## config.mk

```make
export PLATFORM = sky130hd
export DESIGN_NAME = issue_queue_entry_allocator
export DESIGN_NICKNAME = d
export VERILOG_FILES = /design/src/rtl/issue_queue_entry_allocator.sv
export SDC_FILE = /design/constraint.sdc
export NUM_CORES = 1
export LEC_CHECK = 0
export ABC_AREA = 1
export BUFFER_PORTS_ARGS = -buffer_cell sky130_fd_sc_hd__buf_2
export CAP_MARGIN = 10
export CORE_ASPECT_RATIO = 1.5
export CORE_MARGIN = 2
export CORE_UTILIZATION = 42
export DETAILED_ROUTE_END_ITERATION = 10
export PLACE_DENSITY = 0.72
export RECOVER_POWER = 50
export REMOVE_ABC_BUFFERS = 1
export SLEW_MARGIN = 30
export SYNTH_ARGS = -nofsm -noshare
export SYNTH_HDL_FRONTEND = slang
export SYNTH_SLANG_ARGS = --single-unit
```

## constraint.sdc

```tcl
create_clock -name clk -period 4.75 [get_ports clk]
set_clock_uncertainty 0.05 [all_clocks]
set_input_delay 0.2375 -clock clk [delete_from_list [all_inputs] [get_ports clk]]
set_output_delay 0.2375 -clock clk [all_outputs]
set_load 0.005 [all_outputs]
```

## src/rtl/issue_queue_entry_allocator.sv

```systemverilog
// Enqueue-side allocator for an age-ordered issue queue.
//
// Owns the per-entry valid vector and hands out free slots to up to EnqWidth
// requesting lanes per cycle. Entries are released by the selector side via
// deq_fire_i/deq_mask_i. Outputs feed the age-matrix selector directly.
//
// Ports:
//   clk          clock, all state on rising edge
//   rst          synchronous active-high reset
//   enq_vld_i    per-lane allocation request
//   enq_rdy_o    per-lane ready, from registered state only
//   enq_fire_o   enq_vld_i & enq_rdy_o
//   enq_mask_o   one-hot slot granted to each firing lane, zero otherwise
//   deq_fire_i   dequeue strobe
//   deq_mask_i   entries released when deq_fire_i (multi-hot)
//   flush_i      invalidate all entries
//   entry_vld_o  registered valid vector
//   free_cnt_o   registered free-entry count
//   full_o       no free entries
//   empty_o      all entries free
//   err_o        sticky: dequeue of an invalid entry was seen

module issue_queue_entry_allocator #(
    parameter int unsigned EntryCount = 8,
    parameter int unsigned EnqWidth   = 2,
    localparam int unsigned CntWidth  = $clog2(EntryCount + 1)
) (
    input  logic                                clk,
    input  logic                                rst,
    input  logic [EnqWidth-1:0]                 enq_vld_i,
    output logic [EnqWidth-1:0]                 enq_rdy_o,
    output logic [EnqWidth-1:0]                 enq_fire_o,
    output logic [EnqWidth-1:0][EntryCount-1:0] enq_mask_o,
    input  logic                                deq_fire_i,
    input  logic [EntryCount-1:0]               deq_mask_i,
    input  logic                                flush_i,
    output logic [EntryCount-1:0]               entry_vld_o,
    output logic [CntWidth-1:0]                 free_cnt_o,
    output logic                                full_o,
    output logic                                empty_o,
    output logic                                err_o
);

    localparam logic [CntWidth-1:0] CntMax = CntWidth'(EntryCount);

    logic [EntryCount-1:0] vld_q, vld_d;
    logic [CntWidth-1:0]   free_cnt_q, free_cnt_d;
    logic                  err_q, err_d;

    logic [EntryCount-1:0] avail;
    logic [EntryCount-1:0] alloc_vec;
    logic [EntryCount-1:0] deq_eff;
    logic [EntryCount-1:0] deq_hit;
    logic [EntryCount-1:0] deq_bad;
    logic [CntWidth-1:0]   rel_cnt;
    logic [CntWidth-1:0]   enq_cnt;
    logic                  found;

    // Lane i is ready when at least i+1 entries are free, so every ready lane
    // is guaranteed a slot even if all lower lanes fire.
    always_comb begin
        enq_rdy_o = '0;
        for (int i = 0; i < int'(EnqWidth); i++) begin
            enq_rdy_o[i] = !rst && !flush_i && (free_cnt_q > CntWidth'(i));
        end
    end

    assign enq_fire_o = enq_vld_i & enq_rdy_o;

    // Walk lanes in order, each firing lane taking the lowest remaining free
    // entry. This gives lane i the k-th lowest free slot, where k counts the
    // firing lanes below it. Only entries invalid at cycle start are free.
    always_comb begin
        enq_mask_o = '0;
        alloc_vec  = '0;
        avail      = ~vld_q;
        for (int i = 0; i < int'(EnqWidth); i++) begin
            found = 1'b0;
            if (enq_fire_o[i]) begin
                for (int j = 0; j < int'(EntryCount); j++) begin
                    if (!found && avail[j]) begin
                        enq_mask_o[i][j] = 1'b1;
                        avail[j]         = 1'b0;
                        found            = 1'b1;
                    end
                end
            end
            alloc_vec = alloc_vec | enq_mask_o[i];
        end
    end

    assign deq_eff = deq_fire_i ? deq_mask_i : '0;
    assign deq_hit = deq_eff & vld_q;
    assign deq_bad = deq_eff & ~vld_q;

    always_comb begin
        rel_cnt = '0;
        for (int j = 0; j < int'(EntryCount); j++) begin
            rel_cnt = rel_cnt + CntWidth'(deq_hit[j]);
        end
    end

    always_comb begin
        enq_cnt = '0;
        for (int i = 0; i < int'(EnqWidth); i++) begin
            enq_cnt = enq_cnt + CntWidth'(enq_fire_o[i]);
        end
    end

    always_comb begin
        vld_d      = (vld_q & ~deq_eff) | alloc_vec;
        free_cnt_d = free_cnt_q + rel_cnt - enq_cnt;
        err_d      = err_q | (|deq_bad);
        if (flush_i) begin
            // Flush discards same-cycle dequeues, including their error check.
            vld_d      = '0;
            free_cnt_d = CntMax;
            err_d      = err_q;
        end
    end

    always_ff @(posedge clk) begin
        if (rst) begin
            vld_q      <= '0;
            free_cnt_q <= CntMax;
            err_q      <= 1'b0;
        end else begin
            vld_q      <= vld_d;
            free_cnt_q <= free_cnt_d;
            err_q      <= err_d;
        end
    end

    assign entry_vld_o = vld_q;
    assign free_cnt_o  = free_cnt_q;
    assign full_o      = (free_cnt_q == '0);
    assign empty_o     = (free_cnt_q == CntMax);
    assign err_o       = err_q;

endmodule

```

# [Yosys cells after proc, flatten, opt, wreduce, memory -nomap -nowiden]
# Cells that the tools add are included.
[word_totals] inputBits=14 register_bits=13 word_cells=114 output_inout_bits=35
[op_classes] muxes=53 n_addsub=10 bitwise_logic=9 n_reduce_logical=36 n_eq_ne=1 n_lt_le_gt_ge=2
[op_table] operator="1-bit 2-to-1 mux" n=49
[op_table] operator="8-bit 2-to-1 mux" n=4
[op_table] operator="8-bit bitwise AND" n=3
[op_table] operator="1-bit logical AND" n=17
[op_table] operator="4-bit by 1-bit adder with 4-bit output" n=4
[op_table] operator="1-bit logical NOT" n=16
[op_table] operator="8-bit inverter" n=2
[op_table] operator="8-bit OR" n=2
[op_table] operator="4-bit by 1-bit > comparator with 1-bit output, second input constant" n=2
[op_table] operator="8-bit OR reduction" n=1
[op_table] operator="1-bit by 1-bit adder with 2-bit output" n=2
[op_table] operator="3-bit by 1-bit adder with 4-bit output" n=1
[op_table] operator="4-bit adder" n=1
[op_table] operator="4-bit == test, second input constant" n=1
[op_table] operator="4-bit logical NOT" n=1
[op_table] operator="4-bit by 2-bit subtractor with 4-bit output" n=1
[op_table] operator="2-bit by 1-bit adder with 3-bit output" n=1
[op_table] operator="2-bit bitwise AND" n=1
[op_table] operator="2-bit OR reduction" n=1
[op_table] operator="1-bit OR" n=1

# [Longest topological paths before layout]
[depth] depth_word=65 depth_mapped=15 ltp_nobuf=15

# [Least setup slack after synthesis]
# Ideal clock, no wire load.
[synth_path] kind="reg2reg" from="reg free_cnt_q[2] (netlist: free_cnt_o[2])" to="reg free_cnt_q[1] (netlist: free_cnt_o[1])" path_slack_ns=1.116 synth_period_minus_slack_ns=3.634 arrival_ns=3.518 n_path_buf=0 stages_incl_launch_ff=14 required_ns=4.634 setup_time_ns=0.066 path_cell_list="dfxtp_1 -> inv_1 -> ha_1 -> nand2_1 -> nand3_4 -> inv_1 -> fa_1 -> fa_1 -> fa_1 -> inv_1 -> fa_1 -> inv_1 -> fa_1 -> nor2_1"
[synth_via] elab_chain_cells=5 word_cells_on_any_way=7 cone_classes="2 x add/sub; 2 x order compare; 1 x bitwise; 2 x reduce/logical"
[synth_rtl] element="from (decl)" line="47" source="logic [CntWidth-1:0] free_cnt_q, free_cnt_d;"
[synth_rtl] element="from (signal assigned)" line="125" source="free_cnt_q <= CntMax;"
[synth_rtl] element="from (signal assigned)" line="129" source="free_cnt_q <= free_cnt_d;"
[synth_rtl] element="4-bit by 1-bit > comparator with 1-bit output" line="64" source="enq_rdy_o[i] = !rst && !flush_i && (free_cnt_q > CntWidth'(i));"
[synth_rtl] element="1-bit logical AND" line="64"
[synth_rtl] element="2-bit bitwise AND" line="68" source="assign enq_fire_o = enq_vld_i & enq_rdy_o;"
[synth_rtl] element="net enq_fire_o[0]" line="32" source="output logic [EnqWidth-1:0] enq_fire_o,"
[synth_rtl] element="1-bit by 1-bit adder with 2-bit output" line="106" source="enq_cnt = enq_cnt + CntWidth'(enq_fire_o[i]);"
[synth_rtl] element="4-bit by 2-bit subtractor with 4-bit output" line="112" source="free_cnt_d = free_cnt_q + rel_cnt - enq_cnt;"
# The timed path passes the listed nets, and every way through them passes these cells.
# A chain may end at the register's enable or synchronous reset.

# [Final worst setup path]
[layout_path] from="reg free_cnt_q[2] (netlist: free_cnt_o[2])" to="reg free_cnt_q[1] (netlist: free_cnt_o[1])"
[layout_via] elab_chain_cells=5 word_cells_on_any_way=7 cone_classes="2 x add/sub; 2 x order compare; 1 x bitwise; 2 x reduce/logical"
[layout_rtl] element="4-bit by 1-bit > comparator with 1-bit output" line="64"
[layout_rtl] element="1-bit logical AND" line="64"
[layout_rtl] element="2-bit bitwise AND (*)" line="68"
[layout_rtl] element="1-bit by 1-bit adder with 2-bit output (*)" line="106"
[layout_rtl] element="4-bit by 2-bit subtractor with 4-bit output (*)" line="112"
# Every way passes the cells marked *; elsewhere a longest branch is shown, timed or not.

==> impl_metrics.ini <==
[global_routing]
grt-ovfl-total = 0
antenna_found_initial = 0
grt.total_usage = 0.207
grt_max_degree = 13
grt_busiest_layer = met2
use_met2 = 0.345
use_met1 = 0.244
grt_pass1_vias = 1116
met3_usage = 0.0211
grt_pass1_wl_um = 4690

[detailed_routing]
vias_per_cell = 4.85
drt-total-wl_um = 2940
num_vias = 1198
routedWlPerCell_um = 11.9
drc = 0
drt_iter0_drc = 28
firstDrtPassIters = 4
ant_nets = 0

[clocking]
cts.path.max_buffers = 2
cts_resized = 0
cts-hold-fix-buffers = 0
clock_sinks = 13
clock_latency_ns = 0.25
htree_levels = 1
cts.clk_slew.worst_paths_ns = 0.06
cts_root_buffer = clkbuf_8
cts_buffers = 3
cts_tree = done
cts_setup_buffers = 0

[synthesis]
synth-main-ff-cell = dfxtp_1
synthTopCellsByArea = dfxtp_1 23%, fa_1 12%, inv_1 9.5%
yosysTopAreaCellShare = 0.226
ys_seq_area_frac = 0.226
async_reset_ff_frac = 0
synth_fa_ha_area_frac = 0.187
synth_compound_area_frac = 0.139
synth_top_family_by_area = simple AND/OR/NAND/NOR gates
yosysWarningCount = 0
syn_area_per_cell_um2 = 7.14
synth-edff-count = 0
synthXorXnorAreaFrac = 0.0152
ys_types = 33
synth_area_mm2 = 0.00115
synthCells = 161
synthTopCellsByCount = 29 x inv_1, 26 x nor2_1, 21 x nand2_1
synth_top_area_cell = dfxtp_1
synthMuxAreaShare = 0
synth.most_common_cell = inv_1
synthSimpleGateAreaFrac = 0.320
synth_seq_cells = 13

[critical_path]
arrival_ns = 4.10
crit_path_start_kind = register
critPathRequiredTime_ns = 4.89
critPathMaxFanout = 7
reg2reg_slack_ns = 0.78
critical_path_class = register to register
critPathCaptureType = register

[layout]
fin_nets = 238
syn_to_final_growth_pct = 24.6
drive_gt1_frac = 0.262
nFillCells = 294
antenna_cells = 0

[timing]
fin_crit_sh = 0.836
tns_ns = 0
worstMarginPinSlew_ns = 0.361
setup_viol = 0
hold_viol_final = 0
slew_headroom = 0.759
rsz0062_at_grt = no
slew_viol_final = 0
setup_slack_ns = 0.781
fmax_mhz = 252
period_needed_ns = 3.97
whs_ns = 0.176

[pwr]
power_per_cell_area_mw_per_mm2 = 192
p_leak_nw = 0.717
max-vdd-ir-drop_v = 0.000113

[floorplan]
die_h_um = 68.1
dieArea_mm2 = 0.00318
die_x_um = 46.7
rows = 23
core_mm2 = 0.00265
ioPinCount = 49
initial_core_util = 0.434

[worst_hold_path]
hold_class = input port to register

[placed_design]
hpwl_um = 2510
gp_congestion = 0.880
io_buffers = 48
post-place-ws_ns = 0.918

[status]
status = completed

[flow_run]
maxCapViolations = 0
-- cell families after synthesis --
family                     Yosys count
and+or+nand+nor                     75
buffers and inverters               34
AOI/OAI and AO/OA                   24
adders and majority gates           13
DFF                                 13
xor gates and xnor gates             2
-- registers in the layout, indices dropped and copies added, names as in the netlist --
signal and count:
entry_vld_o 8, err_o 1, free_cnt_o 4
-- final timing paths --
path,startpoint,end,cells after the start
worst max-delay path,free_cnt_o[2],free_cnt_o[1],13
worst min-delay path,rst,err_o,2
worst max register to register,free_cnt_o[2],free_cnt_o[1],13
worst min register to register,err_o,err_o,2
-- layout by cell type, fill, tap and decap left out, types with 3 or more instances in the layout --
| cell type | synthesis | final |
|---|---|---|
| nand3_1 | 9 | 11 |
| dfxtp_1 | 13 | 13 |
| a21oi_1 | 6 | 7 |
| nand2_1 | 21 | 21 |
| clkbuf_8 | 0 | 3 |
| clkbuf_1 | 3 | 8 |
| nor2_1 | 26 | 26 |
| ha_1 | 6 | 6 |
| o21ai_0 | 6 | 6 |
| fa_1 | 7 | 7 |
| inv_1 | 29 | 29 |
| buf_2 | 0 | 41 |
| nor3_1 | 3 | 3 |
| nand4_1 | 4 | 4 |
-- final cells by class --
class | instances | area, µm² | share of cell area
multi-input cells | 114 | 732 | 0.511
well taps | 37 | 46.3 | 0.0323
repair buffers | 48 | 231 | 0.162
flip-flops and latches | 13 | 260 | 0.182
clock buffers | 4 | 45.0 | 0.0314
inverters | 31 | 118 | 0.0821
-- per-stage QoR --
stage / instances / total power [W] / instance area (µm²) / util
6_report: 247 / 0.000275 / 1430 / 0.541
2_1_floorplan: 158 / 0.000155 / 1140 / -
4_1_cts: 247 / 0.000282 / 1470 / 0.555
3_5_place_dp: 243 / 0.000180 / 1430 / 0.538
3_3_place_gp: 243 / 0.000179 / 1430 / 0.538
5_1_grt: 247 / 0.000294 / 1430 / 0.541
-- layer usage --
metal,share of wire,up-vias,wire (µm)
li1,-,618,-
met5,0,-,0
met3,0.048,9,141
met2,0.51,33,1500
met1,0.41,538,1200
met4,0.030,0,88
-- power by group --
part / switching [W] / internal [W] / total, W
sequential: 0.00000317 / 0.000113 / 0.000116
combinational: 0.0000331 / 0.0000239 / 0.0000570
clock: 0.0000430 / 0.0000594 / 0.000102
-- critical path: stages (launching register included) --
cell     delay (ns)
dfxtp_1        0.33
inv_1          0.08
ha_1           0.22
nand2_1        0.13
nand3_1        0.29
inv_1          0.24
fa_1           0.46
fa_1           0.51
fa_1           0.55
inv_1          0.05
fa_1           0.38
inv_1          0.09
fa_1           0.41
nor2_1         0.12
(Power assumes the default switching activity.)
